### src/rtl/pwm_multi.sv
`default_nettype none
`timescale 1ns/1ps
// ============================================================================
//  Module   : pwm_multi
//  Purpose  : N_CH independent PWM channels sharing one prescaled step
//             counter, edge- or center-aligned, with double-buffered duty
//             codes that switch only at period boundaries.
//  Revision : 1.0  initial release
// ============================================================================
module pwm_multi #(
    parameter int N_CH  = 4,
    parameter int W     = 4,
    parameter int STEPS = 10,
    parameter int PRESC = 1
) (
    input  logic                SLK,
    input  logic                RST_N,
    input  logic                EN,
    input  logic                MODE,
    input  logic [N_CH*W-1:0]   Porcentaje,
    input  logic                LOAD,
    output logic [N_CH-1:0]     pwm,
    output logic                PERIOD_END
);

    localparam int CW = (STEPS > 1) ? $clog2(STEPS) : 1;
    localparam int PW = (PRESC > 1) ? $clog2(PRESC) : 1;
    // Compare width wide enough for both cnt and duty plus a spare bit
    localparam int XW = ((CW > W) ? CW : W) + 1;

    localparam logic [CW-1:0] CNT_LAST   = CW'(STEPS - 1);
    localparam logic [PW-1:0] PRESC_LAST = PW'(PRESC - 1);
    localparam logic [XW-1:0] STEPS_X    = XW'(STEPS);
    localparam logic [W-1:0]  DUTY_MAX   = W'(STEPS);

    typedef enum logic {
        DIR_UP   = 1'b0,
        DIR_DOWN = 1'b1
    } dir_t;

    logic [PW-1:0]   presc;
    logic [PW-1:0]   presc_nx;
    logic [CW-1:0]   cnt;
    logic [CW-1:0]   cnt_nx;
    dir_t            dir;
    dir_t            dir_nx;
    logic            run;
    logic            mode_act;
    logic            mode_nx;
    logic            tick;
    logic            boundary;

    logic [W-1:0]    pending  [N_CH];
    logic [W-1:0]    duty_act [N_CH];
    logic [W-1:0]    duty_nx  [N_CH];
    logic [W-1:0]    load_val [N_CH];
    logic [N_CH-1:0] pwm_nx;

    // The first edge after EN rises shows cnt=0 with the current duty/mode;
    // afterwards the values that the coming edge will load are used.
    logic            sel_mode;
    logic [XW-1:0]   sel_cnt_x;

    // Next prescaler / step counter / direction and boundary detection
    always_comb begin
        tick     = (presc == PRESC_LAST);
        presc_nx = tick ? '0 : presc + 1'b1;
        cnt_nx   = cnt;
        dir_nx   = dir;
        boundary = 1'b0;
        if (tick) begin
            if (!mode_act) begin
                dir_nx = DIR_UP;
                if (cnt == CNT_LAST) begin
                    cnt_nx   = '0;
                    boundary = 1'b1;
                end else begin
                    cnt_nx = cnt + 1'b1;
                end
            end else if (dir == DIR_UP) begin
                // Top endpoint is held one extra step while turning down
                if (cnt == CNT_LAST) begin
                    dir_nx = DIR_DOWN;
                end else begin
                    cnt_nx = cnt + 1'b1;
                end
            end else begin
                // Bottom endpoint is held one extra step; the turn starts a period
                if (cnt == '0) begin
                    dir_nx   = DIR_UP;
                    boundary = 1'b1;
                end else begin
                    cnt_nx = cnt - 1'b1;
                end
            end
        end
        mode_nx   = boundary ? MODE : mode_act;
        sel_mode  = run ? mode_nx : mode_act;
        sel_cnt_x = run ? XW'(cnt_nx) : '0;
    end

    generate
        for (genvar i = 0; i < N_CH; i++) begin : g_ch
            logic [XW-1:0] code_x;
            logic [XW-1:0] duty_x;

            // Codes above STEPS saturate to fully-on when captured
            assign code_x      = XW'(Porcentaje[i*W +: W]);
            assign load_val[i] = (code_x > STEPS_X) ? DUTY_MAX : Porcentaje[i*W +: W];

            assign duty_nx[i]  = boundary ? pending[i] : duty_act[i];
            assign duty_x      = run ? XW'(duty_nx[i]) : XW'(duty_act[i]);
            assign pwm_nx[i]   = sel_mode ? (sel_cnt_x >= (STEPS_X - duty_x))
                                          : (sel_cnt_x < duty_x);
        end
    endgenerate

    // Capture all channel codes into the pending buffer on LOAD
    always_ff @(posedge SLK or negedge RST_N) begin
        if (!RST_N) begin
            for (int i = 0; i < N_CH; i++) pending[i] <= '0;
        end else if (LOAD) begin
            for (int i = 0; i < N_CH; i++) pending[i] <= load_val[i];
        end
    end

    // Counter, active duty/mode and registered outputs
    always_ff @(posedge SLK or negedge RST_N) begin
        if (!RST_N) begin
            presc      <= '0;
            cnt        <= '0;
            dir        <= DIR_UP;
            run        <= 1'b0;
            mode_act   <= 1'b0;
            pwm        <= '0;
            PERIOD_END <= 1'b0;
            for (int i = 0; i < N_CH; i++) duty_act[i] <= '0;
        end else if (!EN) begin
            presc      <= '0;
            cnt        <= '0;
            dir        <= DIR_UP;
            run        <= 1'b0;
            mode_act   <= MODE;
            pwm        <= '0;
            PERIOD_END <= 1'b0;
            for (int i = 0; i < N_CH; i++) duty_act[i] <= pending[i];
        end else if (!run) begin
            run        <= 1'b1;
            pwm        <= pwm_nx;
            PERIOD_END <= 1'b0;
        end else begin
            presc      <= presc_nx;
            cnt        <= cnt_nx;
            dir        <= dir_nx;
            mode_act   <= mode_nx;
            pwm        <= pwm_nx;
            PERIOD_END <= boundary;
            for (int i = 0; i < N_CH; i++) duty_act[i] <= duty_nx[i];
        end
    end

endmodule
`default_nettype wire

### config.mk
export PLATFORM = sky130hd
export DESIGN_NAME = pwm_multi
export DESIGN_NICKNAME = d
export VERILOG_FILES = /design/src/rtl/pwm_multi.sv
export SDC_FILE = /design/constraint.sdc
export NUM_CORES = 1
export LEC_CHECK = 0
export ABC_AREA = 0
export BUFFER_PORTS_ARGS = -buffer_cell sky130_fd_sc_hd__buf_2
export CELL_PAD_IN_SITES_DETAIL_PLACEMENT = 2
export CELL_PAD_IN_SITES_GLOBAL_PLACEMENT = 2
export CORE_UTILIZATION = 42
export CTS_CLUSTER_SIZE = 28
export DETAILED_ROUTE_END_ITERATION = 8
export PLACE_DENSITY = 0.95
export SYNTH_ARGS = -nofsm -noshare
export SYNTH_HDL_FRONTEND = slang
export SYNTH_SLANG_ARGS = --single-unit
### constraint.sdc
create_clock -name SLK -period 6.8 [get_ports SLK]
set_input_delay 0.68 -clock SLK [delete_from_list [all_inputs] [get_ports SLK]]
set_output_delay 0.68 -clock SLK [all_outputs]
set_load 0.01 [all_outputs]
==> results of run 1 <==
==> final cells by class <==
class / count / area (um2)
Tap cell: 96 / 120
Clock buffer: 6 / 72.6
Clock inverter: 2 / 16.3
Multi-Input combinational cell: 208 / 1720
Fill cell: 737 / 3590
Inverter: 23 / 86.3
Sequential cell: 44 / 1100
Timing Repair Buffer: 25 / 125
==> kinds of logic (layout without fill, tap and decap cells) <==
logic type,after synthesis,count (layout)
compound gates,72,72
simple gates,56,56
flops,44,44
mux,38,38
buf+inv,37,56
fa+ha+maj,33,33
xor+xnor,9,9
==> placed cells by master (no fill, tap or decap), drive strengths merged, types with 5 or more instances in the layout <==
cell,n
nor2,6
o21ai,21
nand3,6
inv,23
a21o,7
xnor2,7
ha,32
clkbuf,6
nand2b,8
nand3b,5
a21oi,18
mux2i,18
mux2,20
nor2b,7
nand2,11
buf,25
dfrtp,44
==> per-stage QoR <==
| step | hold WS (ns) | utilization | instance area (um2) |
|---|---|---|---|
| after floorplan | 0.384 | - | 3000 |
| after global placement | 0.488 | 0.462 | 3150 |
| after detailed placement | 0.500 | 0.462 | 3150 |
| after CTS | 0.521 | 0.475 | 3240 |
| after global routing | 0.541 | 0.475 | 3240 |
| final | 0.518 | 0.475 | 3240 |
==> worst max-delay path, cell delays in order, from the launching register on <==
cell and delay [ns]:
dfrtp_1 0.45, inv_1 0.15, ha_1 0.31, or3b_2 0.53, nand2_1 0.12, mux2i_1 0.21
a32oi_1 0.11, nor2b_1 0.67, ha_1 0.37, a21o_1 0.17, maj3_2 0.31, o311ai_1 0.38
==> registers in the layout, indices dropped and copies added (netlist names) <==
register / cells
dir: 1
mode_act: 1
PERIOD_END: 1
run: 1
pending: 16
duty_act: 16
cnt: 4
pwm: 4
==> power by group through the flow <==
stage / Clock, mW / Sequential, mW / Combinational [mW]
global route: 0.186 / 0.319 / 0.252
finish: 0.176 / 0.316 / 0.229
global placement: 0 / 0.314 / 0.189
detailed placement: 0 / 0.319 / 0.211
CTS: 0.181 / 0.316 / 0.230
floorplan: 0 / 0.310 / 0.149
==> worst max-delay path by stage <==
stage,start,end,slack (ns),cells past startpoint
after CTS,cnt[0],pwm[3],2.87,11
after floorplan,cnt[0],pwm[3],3.72,11
after global placement,cnt[0],pwm[3],3.39,13
after global routing,cnt[0],pwm[3],2.73,13
final,cnt[0],pwm[3],2.89,11
after detailed placement,cnt[0],pwm[3],3.14,13
==> per-layer routing <==
metal,vias to the layer above,share of wire
met5,-,0
met4,0,0.040
met3,30,0.036
met2,66,0.51
met1,1186,0.42
li1,1075,-
==> summary by stage, run 1 <==
Status
The flow ran to the end, and the final reports show no timing, DRC or antenna violations.

Power and ir drop
The share of total power dissipated in the clock network is 0.244. Power spread over the standard cell area amounts to around 220 nW/um2. Of the total power, the share spent switching nets is 0.357.

Summed over all nets, the switching power comes to 257 uW. Cell internal power was estimated by the tool at 464 uW. The leakage component of the power is 1.49 nW. The combinational fraction of design power is 0.318. The sequential share of power is 0.438. Power comes to between 700 and 800 uW. The peak supply drop is between 0.1 and 0.15 mV.

Die
The total core area is 6830 um2. The initial standard-cell utilization of the core is 0.440. During I/O placement, the number of pins put on the boundary was 26. The floorplan has 30 rows. The die is a little under 90 um wide. The area enclosed by the die boundary is roughly 7500 um2. The die is 86.6 um tall.

STA
Of the available clock period, the critical path in the final layout requires 0.575. The worst path needs around 4 ns of the cycle, external delays included. Setup repair after global routing left no endpoint under its margin. The slew of the pin with the lowest slew margin is 1.04 ns. The final setup violation count is 0. The hold violation count in the final report was 0. The tightest slew margin relative to the limit is 0.307.

For the final database, setup skew stands at a little over 0.01 ns. Across all setup checks in the final design, the least slack found is between 2 and 3 ns. For this run, the top clock speed supported by timing is between 0.2 and 0.3 GHz. The number of max-slew violations in the final report is 0. The setup TNS is 0 ns.

Setup path
The critical path is of the flip-flop to flip-flop type. The launching element type of the critical path is a flip-flop. STA classifies the critical path endpoint as a flip-flop. The critical register-to-register path endpoint is pwm[3].

Counting cells, the worst reg-to-reg path comes to 11. Along the worst path, the maximum fanout reaches 8. The slack of the worst reg-to-reg path is a little under 3 ns. The worst register-to-register path begins at cnt[0]. Data on the critical path is required at its endpoint by roughly 7.0 ns. Data on the critical path arrives at its endpoint at between 4 and 5 ns.

Min path
In this run the most critical hold path is launched from duty_act[8]. The classification of the worst-slack hold path is flip-flop to flip-flop. For hold timing, the worst endpoint is duty_act[8]. The worst hold path stage count is 1.

Synth
Of the total synthesized cell area, the portion taken by XOR and XNOR cells is 0.0263. The commonest cells after synthesis are dfrtp_1 (44), ha_1 (32), inv_1 (23). The most repeated cell in the gate-level netlist after synthesis is dfrtp_1.

The cell type with the largest total area after synthesis is dfrtp_1. The share of flip-flops with an asynchronous set or reset is 1.00. By area the synthesized netlist is led by dfrtp_1 (37%), ha_1 (13%), mux2_2 (7.5%). After synthesis, the largest family of logic cells by area is compound AO/OA/AOI/OAI gates.

The cell count after synthesis came out at 289. The synthesized design contains 0 enable-type register cells. The number of warnings reported in the yosys synthesis log is 0. The number of nets handed over by synthesis was 342. The share of the Yosys chip area taken by registers is 0.367.

The post-synthesis register bit count is 44. Of the post-synthesis cell area, the part taken by muxes is 0.135. The post-synthesis cell type count is 50. The top cell type's share of synthesized area is 0.367. The synthesized-area fraction occupied by ao, oa, aoi and oai cells is 0.162.

The adder-cell area share of the yosys netlist is 0.137. A synthesized cell averages approximately 10 um2. For this run, the leading register cell type out of synthesis is dfrtp_1. The basic-gate share of the synthesized area counting and, or, nand and nor cells is 0.113. The post-synthesis instance area is ~3000 um2.

Detailed routing
In this run the remaining antenna-violating nets after routing total 0. For this run, design rule violations remaining after detail routing come to 0. The pre-antenna-repair detailed-routing pass consisted of 4 iterations. The wire length per cell is between 20 and 25 um. The via count of the routed design is between 2000 and 2500. The average vias per placed instance is between 5 and 6.

The total wire length after detailed routing is between 9000 and 10000 um. For this block, the initial DRC count from the detailed router was 57.

Clocking
The total of cells resized after clock tree synthesis is 0. The number of hold buffers added after cts is 0. The clock sink count is 44. The number of setup buffers added after CTS is 0.

For the worst-skew pair, the clock arrives at the later sink with an insertion delay of about 0.31 ns. The maximum buffer depth of the clock tree is 2. The register clock-pin slew on the reported worst setup and hold paths is 0.09 ns. Buffers inserted during clock tree synthesis total 5.

The TritonCTS clock tree is yes. The CTS root buffer is clkbuf_8. The number of levels the H-tree was split into is 2.

Placed design
Prior to clock tree synthesis, the placed netlist has a worst setup slack of about 3.1 ns. Input and output buffers added on the ports amount to 25. The cell total after placement is roughly 400. The placed wire-length estimate after detailed placement is ~6000 um. At the end of routability-driven placement, the weighted congestion stood at around 0.8.

Layout
The final antenna diode count is 0. At the end of the flow, the number of nets in the layout was 360. From synthesis to final layout, the design area changed by 8.00%. After the flow finishes, the layout carries non-filler instances totaling between 400 and 500. The ratio of cells with drive above 1 in the final layout is 0.201.

Run
Across the run, the number of max-cap violations was 0.

Global route
The combined global-route utilization of all metal layers is 0.270. For met3 alone, demand over resource in global routing was 0.0429. Entering global routing, the biggest net connects 45 pins. In the global route stage, met1 resource usage came out at 0.310. The overall overflow remaining after global route is 0. The wire length of the first global-routing pass is between 15000 and 20000 um.

The most used routing layer is met2. The number of antenna violations at the first check in global routing is 0. For this run, global-route usage on met2 was measured as 0.488. The via count of the first global-routing pass is between 2000 and 3000.
(Power assumes the default switching activity.)
==> run 2: changes to the inputs <==
==> config.mk (replaced) <==
export PLATFORM = sky130hd
export DESIGN_NAME = pwm_multi
export DESIGN_NICKNAME = d
export VERILOG_FILES = /design/src/rtl/pwm_multi.sv
export SDC_FILE = /design/constraint.sdc
export NUM_CORES = 1
export LEC_CHECK = 0
export ABC_AREA = 1
export BUFFER_PORTS_ARGS = -buffer_cell sky130_fd_sc_hd__buf_2
export CELL_PAD_IN_SITES_DETAIL_PLACEMENT = 2
export CELL_PAD_IN_SITES_GLOBAL_PLACEMENT = 2
export CORE_UTILIZATION = 35
export CTS_CLUSTER_SIZE = 28
export DETAILED_ROUTE_END_ITERATION = 8
export PLACE_DENSITY = 0.9
export SYNTH_ARGS = -nofsm -noshare
export SYNTH_HDL_FRONTEND = slang
export SYNTH_SLANG_ARGS = --single-unit
==> constraint.sdc (replaced) <==
create_clock -name SLK -period 3.89 [get_ports SLK]
set_input_delay 0.389 -clock SLK [delete_from_list [all_inputs] [get_ports SLK]]
set_output_delay 0.389 -clock SLK [all_outputs]
set_load 0.01 [all_outputs]
==> summary by stage, run 2 <==
Layout
In the final layout, the share of cells above drive strength 1 is 0.161. Leaving out fill and tap cells, the most frequent cells in the layout are nand2_1 (115), inv_1 (75), dfrtp_1 (44). The final antenna diode count is 0. In the final layout, the registers with the most flip-flops are duty_act (16), pending (16). Leaving out fill and tap cells, the most frequent cell in the layout is nand2_1. The net count of the finished layout is 530.

From synthesis to final layout, the design area changed by 10.0%. The final-layout fill cell count is about 1100.

Synth
The post-synthesis cell type count is 32. The largest total area in the synthesized netlist belongs to dfrtp_1. The post-synthesis instance area is around 3400 um2. After technology mapping, the gate count stands at around 450. The sequential fraction of the synthesis area is 0.328. The share of synthesized area in the top cell type comes to 0.328. The share of flip-flops with an asynchronous set or reset is 1.00. When the netlist entered floorplanning its net count stood at just over 500.

The number of enable flip-flop cells after synthesis is 0. The average instance in the mapped netlist occupies roughly 7.4 um2. Yosys printed 0 warnings. The commonest cells after synthesis are nand2_1 (115), inv_1 (75), dfrtp_1 (44).

The post-synthesis register bit count is 44. The leading register cell type out of synthesis is dfrtp_1. By area the synthesized netlist is led by dfrtp_1 (33%), nand2_1 (13%), ha_1 (12%). The most repeated cell in the gate-level netlist after synthesis is nand2_1.

Detailed routing
The DRC violation count after routing is 0. The via count of the routed design is around 3100. The total wire length after detailed routing is ~11000 um. The average vias per placed instance is around 5.

The detail route stage leaves a number of antenna-violating nets equal to 0. The first detailed-routing pass took 4 iterations. Dividing the detail-routed wire length by the instance count gives approximately 18 um. The detailed router finished its first iteration with slightly below 70 violations.

Clocking
The clock sink count is 44. The H-tree was split into 2 levels. The number of clock buffers inserted by TritonCTS is 5.

Counting along the longest clock path gives a buffer depth of 2. The total of cells resized after clock tree synthesis is 0. After clock tree synthesis, the flow added hold-fix buffers numbering 0. TritonCTS built the clock tree. In this run the clock root is driven by a clkbuf_8. The register clock-pin slew on the reported worst setup and hold paths is approximately 0.11 ns.

The clock reaches the later pin of the worst-skew pair after 0.31 ns. The number of setup buffers added after CTS is 0.

Die
The initial standard-cell utilization of the core is 0.363. The count of standard-cell rows is 35. The floorplan step defined a core boundary enclosing about 9000 um2. For this design the top-level I/O count stands at 26. The die covers roughly 10000 um2.

The die is 99.9 um wide. The die is approximately 100 um tall.

STA
The worst clock skew on the final layout is roughly 0.013 ns. On the final layout, the worst hold slack is about 0.25 ns. Setup violations remaining at the end of the flow were counted as 0. The worst path in the final design needs a cycle of ~3.6 ns, including I/O delays and setup. The slew of the pin with the lowest slew margin is about 1.1 ns.

Of the available clock period, the critical path in the final layout requires 0.925. The hold violation count in the final report came to 0. The tightest slew margin relative to the limit is 0.288. The maximum operating frequency is between 0.2 and 0.3 GHz. The number of max-slew violations in the final report came to 0.

Global route
The first global-routing pass estimated roughly 18000 um of wire. The pin count of the biggest net entering global routing is between 40 and 50. In the global route stage, overall resource usage came out at 0.234. The via count of the first global-routing pass is 3469. The total overflow left after global routing is 0. The number of antenna violations at the first check in global routing is 0.

Setup path
The data required time of the worst path is 4.15 ns. The worst setup path is launched from a flip-flop. STA classifies the critical path endpoint as a flip-flop. The critical path arrival is roughly 3.9 ns. The path type of the worst setup path is flip-flop to flip-flop.

The maximum fanout count along the critical path is 33.

Placed design
The placed wire-length estimate after detailed placement is just under 8000 um. The routability congestion estimate is between 0.7 and 0.8. The number of buffers added on ports is 25.

Power and ir drop
IR analysis of the VDD net gives a maximum drop of around 0.23 mV. The cell area power density is ~420 nW/um2. The leakage component of the power is between 2 and 2.5 nW.

Overall power consumption after layout is estimated at about 1.5 mW.

Status
The flow ran to the end, and the final reports show no timing, DRC or antenna violations.

Run
The number of violations of the max-capacitance limit is 0.

Min path
The path class of the tightest hold or removal check is input pin to async pin.
[run 2: layout make-up]
cell class                 instances  area, um2  area share
multi-input combinational        313       1850       0.502
sequential                        44       1100       0.299
inverter                          87        327      0.0885
tap                              129        161      0.0438
timing repair buffer              26        133      0.0360
clock buffer                       5       68.8      0.0187
clock inverter                     3       46.3      0.0126
[run 2: routing by layer]
| metal | vias to the layer above | track usage | part of all wire |
|---|---|---|---|
| li1 | 1474 | - | - |
| met1 | 1540 | 0.279 | 0.44 |
| met2 | 50 | 0.441 | 0.52 |
| met3 | 11 | 0.0299 | 0.024 |
| met4 | 0 | 0.0611 | 0.014 |
| met5 | - | 0 | 0 |
[run 2: critical path, cell delays in order, from the launching register on]
cell and delay, ns:
dfrtp_1 0.44, inv_1 0.15, ha_1 0.24, nand3_4 0.14
a21oi_4 0.39, nand2_8 0.31, o21ai_2 0.30, ha_1 0.21
inv_1 0.06, nand3_1 0.10, nand2_1 0.07, ha_1 0.30
nand2_1 0.05, o21ai_0 0.18, o21ai_0 0.11, a21oi_1 0.17
nand2_1 0.10, nand2_1 0.06, nand2_1 0.06, inv_1 0.05
[run 2: kinds of logic (layout without fill, tap and decap cells)]
group,Yosys count,after routing,share of synthesized area
multiplexers,1,1,0.00299
AO/OA/AOI/OAI,73,73,0.142
XOR/XNOR,1,1,0.00261
adder cells (fa/ha/maj),32,32,0.119
flip-flops,44,44,0.328
AND/OR/NAND/NOR,206,206,0.282
buffers and inverters,96,121,0.122
[run 2: through the flow]
step	instance area, um2	util	worst slack [ns]	setup TNS, ns	cells
after CTS	3680	0.398	0.159	0	607
after global placement	3560	0.386	0.616	0	599
after floorplan	3350	-	1.09	0	453
final	3690	0.399	0.291	0	607
after detailed placement	3560	0.386	0.312	0	599
after global routing	3690	0.399	-0.00633	-0.00633	607
[run 2: worst paths after layout]
check	endpoint	depth (start not counted)	slack, ns	startpoint
min in group SLK	run	1	0.28	EN
min reg2reg	duty_act[9]	2	0.53	duty_act[9]
max in group asynchronous	duty_act[12]	1	2.97	RST_N
max reg2reg	pwm[1]	19	0.29	cnt[1]
max	pwm[1]	19	0.29	cnt[1]
min	pending[4]	1	0.25	RST_N
[run 2: report_power, final]
part | leakage (nW) | switching [mW] | internal [mW] | total (mW)
registers | 0.533 | 0.0413 | 0.510 | 0.551
logic | 1.44 | 0.392 | 0.209 | 0.601
clock network | 0.0548 | 0.193 | 0.194 | 0.387
==> run 3: changes to the inputs <==
--- a/config.mk
+++ b/config.mk
@@ -5,11 +5,11 @@
 export SDC_FILE = /design/constraint.sdc
 export NUM_CORES = 1
 export LEC_CHECK = 0
-export ABC_AREA = 1
+export ABC_AREA = 0
 export BUFFER_PORTS_ARGS = -buffer_cell sky130_fd_sc_hd__buf_2
 export CELL_PAD_IN_SITES_DETAIL_PLACEMENT = 2
 export CELL_PAD_IN_SITES_GLOBAL_PLACEMENT = 2
-export CORE_UTILIZATION = 35
+export CORE_UTILIZATION = 39
 export CTS_CLUSTER_SIZE = 28
 export DETAILED_ROUTE_END_ITERATION = 8
 export PLACE_DENSITY = 0.9
==> summary by stage, run 3 (synthesis results as in run 1) <==
Detailed routing
After the first detailed-routing iteration, the DRC count stood at 53. Using the TritonRoute via totals, the vias-per-cell ratio works out to roughly 5.6. The wire length per cell is between 15 and 20 um. The total wire length after detailed routing is 7710 um.

The first-pass detailed-route iteration total is 5. The post-route antenna net violation count is 0. The final route contains between 2000 and 2500 vias. The DRC violation count after routing is 0.

STA
Setup violations remaining at the end of the flow were counted as 0. Setup repair after global routing left no endpoint under its margin. Across all hold checks on the routed design, the worst slack comes to ~0.26 ns. The minimum period implied by the final worst setup slack is between 3 and 4 ns. The number of max-slew violations in the final report came to 0. The worst clock skew on the final layout is about 0.010 ns.

The tightest slew margin relative to the limit is 0.322. For this run, the top clock speed supported by timing is between 0.2 and 0.3 GHz. For the final routed database, the setup TNS stands at 0 ns.

The hold violation count in the final report is 0. The fraction of the cycle the final worst path needs is 0.909. The slew of the pin with the lowest slew margin is 1.02 ns.

Layout
The layout net count is roughly 360. The largest registers in the layout are duty_act (16), pending (16). The final antenna diode count is 0. In the layout the commonest cells are dfrtp_1 (44), ha_1 (32), buf_2 (25). With fillers left out, the area of the finished cells amounts to 3250 um2.

The area growth from synthesis to final layout is 8.37%. Leaving out fill and tap cells, the most frequent cell in the layout is dfrtp_1. The ratio of cells with drive above 1 in the final layout is 0.204.

Die
The die is about 90 um wide. The total core area is between 7000 and 8000 um2. The overall die height is roughly 90 um. Row generation in the floorplan step produced 31 rows. The top-level I/O count is 26. The initial standard-cell utilization of the core is 0.410. The die covers ~8100 um2.

Placed design
Input and output buffers added on the ports amount to 25. The wire-length estimate of the detail-placed layout is ~5900 um. Routability-driven placement finished with a final weighted congestion of around 0.78.

After detailed placement, the total cell area comes to between 3000 and 4000 um2.

Status
The run finished with clean final reports.

Clocking
The clock reaches the later pin of the worst-skew pair after 0.30 ns. Gates resized during post-CTS repair numbered 0. Counting the buffers created by CTS gives 5. The register clock-pin slew on the reported worst setup and hold paths is ~0.1 ns.

CTS saw 44 sinks. The tree is rooted in a clkbuf_8. The number of levels the H-tree was split into is 2.

The number of hold buffers added after cts is 0. The longest clock path from root to sink contains 2 buffers. Once the clock tree was built, the setup fixing pass inserted 0 buffers. TritonCTS built the clock tree.

Global route
The via count of the first global-routing pass was about 2600. In the global route stage, overall resource usage came out at 0.206. Summed over all layers, the global routing overflow is 0. Entering global routing, the biggest net connects 45 pins. The wire length of the first global-routing pass is ~13000 um. The number of antenna violations at the first check in global routing is 0.

Setup path
Data on the critical path arrives at its endpoint at about 3.7 ns. Tracing the worst setup path back leads to its startpoint at cnt[0]. In this run the critical register-to-register path is launched from cnt[0]. Along the worst path, the maximum fanout reaches 8. The critical path ends at pwm[3]. STA classifies the critical path startpoint as a flip-flop. The slack of the worst reg-to-reg path is roughly 0.35 ns. Data on the critical path is required at its endpoint by 4.09 ns.

The depth of the worst register-to-register path is 11. The worst setup path is captured at a flip-flop. The worst register-to-register path ends at pwm[3]. By startpoint and endpoint, the worst setup path is classified as flip-flop to flip-flop.

Min path
In this run the worst hold path is classified as input pin to async pin.

Run
The number of violations of the max-capacitance limit is 0.

Power and ir drop
The peak supply drop is 0.195 mV. The leakage component of the power is 1.50 nW. The cell area power density is ~370 nW/um2.
[run 3: cell types whose count changed in the layout (fill, tap and decap cells not counted), sizes merged, moves of 5 or more]
cell | before | now
nor2b | 0 | 7
o21ai | 44 | 21
a21o | 2 | 7
nand3 | 39 | 6
nor2 | 28 | 6
nand2 | 135 | 11
mux2i | 1 | 18
nand2b | 0 | 8
mux2 | 0 | 20
xnor2 | 0 | 7
inv | 84 | 23
[run 3: per-stage QoR]
| step | utilization | setup WS [ns] | std cells | total power, mW |
|---|---|---|---|---|
| after floorplan | - | 0.813 | 289 | 0.802 |
| after global placement | 0.432 | 0.513 | 400 | 0.881 |
| after detailed placement | 0.432 | 0.320 | 400 | 0.928 |
| after CTS | 0.444 | 0.304 | 408 | 1.23 |
| after global routing | 0.444 | 0.0845 | 408 | 1.29 |
| final | 0.444 | 0.355 | 408 | 1.22 |
[run 3: cell type report]
class,count,area [um2]
tap,99,124
sequential,44,1100
timing repair buffer,26,133
multi-input combinational,208,1720
clock buffer,6,72.6
inverter,23,86.3
clock inverter,2,16.3
fill,785,4080
[run 3: power by group]
part	leakage, nW	switching [mW]	internal (mW)
logic	0.911	0.195	0.172
registers	0.543	0.0409	0.507
clock network	0.0414	0.175	0.128
[run 3: routing by layer]
metal  vias to the layer above  GRT usage  wire, um
met5                         -          0         0
li1                       1079          -         -
met1                      1168      0.258      3430
met3                        11     0.0271       192
met4                         0     0.0574       107
met2                        37      0.370      3980
[run 3: critical path, stage by stage (launching register included)]
cell and delay (ns):
dfrtp_1 0.44, inv_1 0.15, ha_1 0.32, or3b_2 0.52, nand2_1 0.11, mux2i_1 0.19
a32oi_1 0.09, nor2b_1 0.56, ha_1 0.35, a21o_1 0.16, maj3_2 0.30, o311ai_1 0.22
[run 3: worst min-delay path by stage]
stage / end / cells past startpoint
global route: duty_act[6] / 1
global placement: duty_act[7] / 1
detailed placement: duty_act[3] / 1
CTS: duty_act[13] / 1
finish: duty_act[13] / 1
floorplan: PERIOD_END / 0
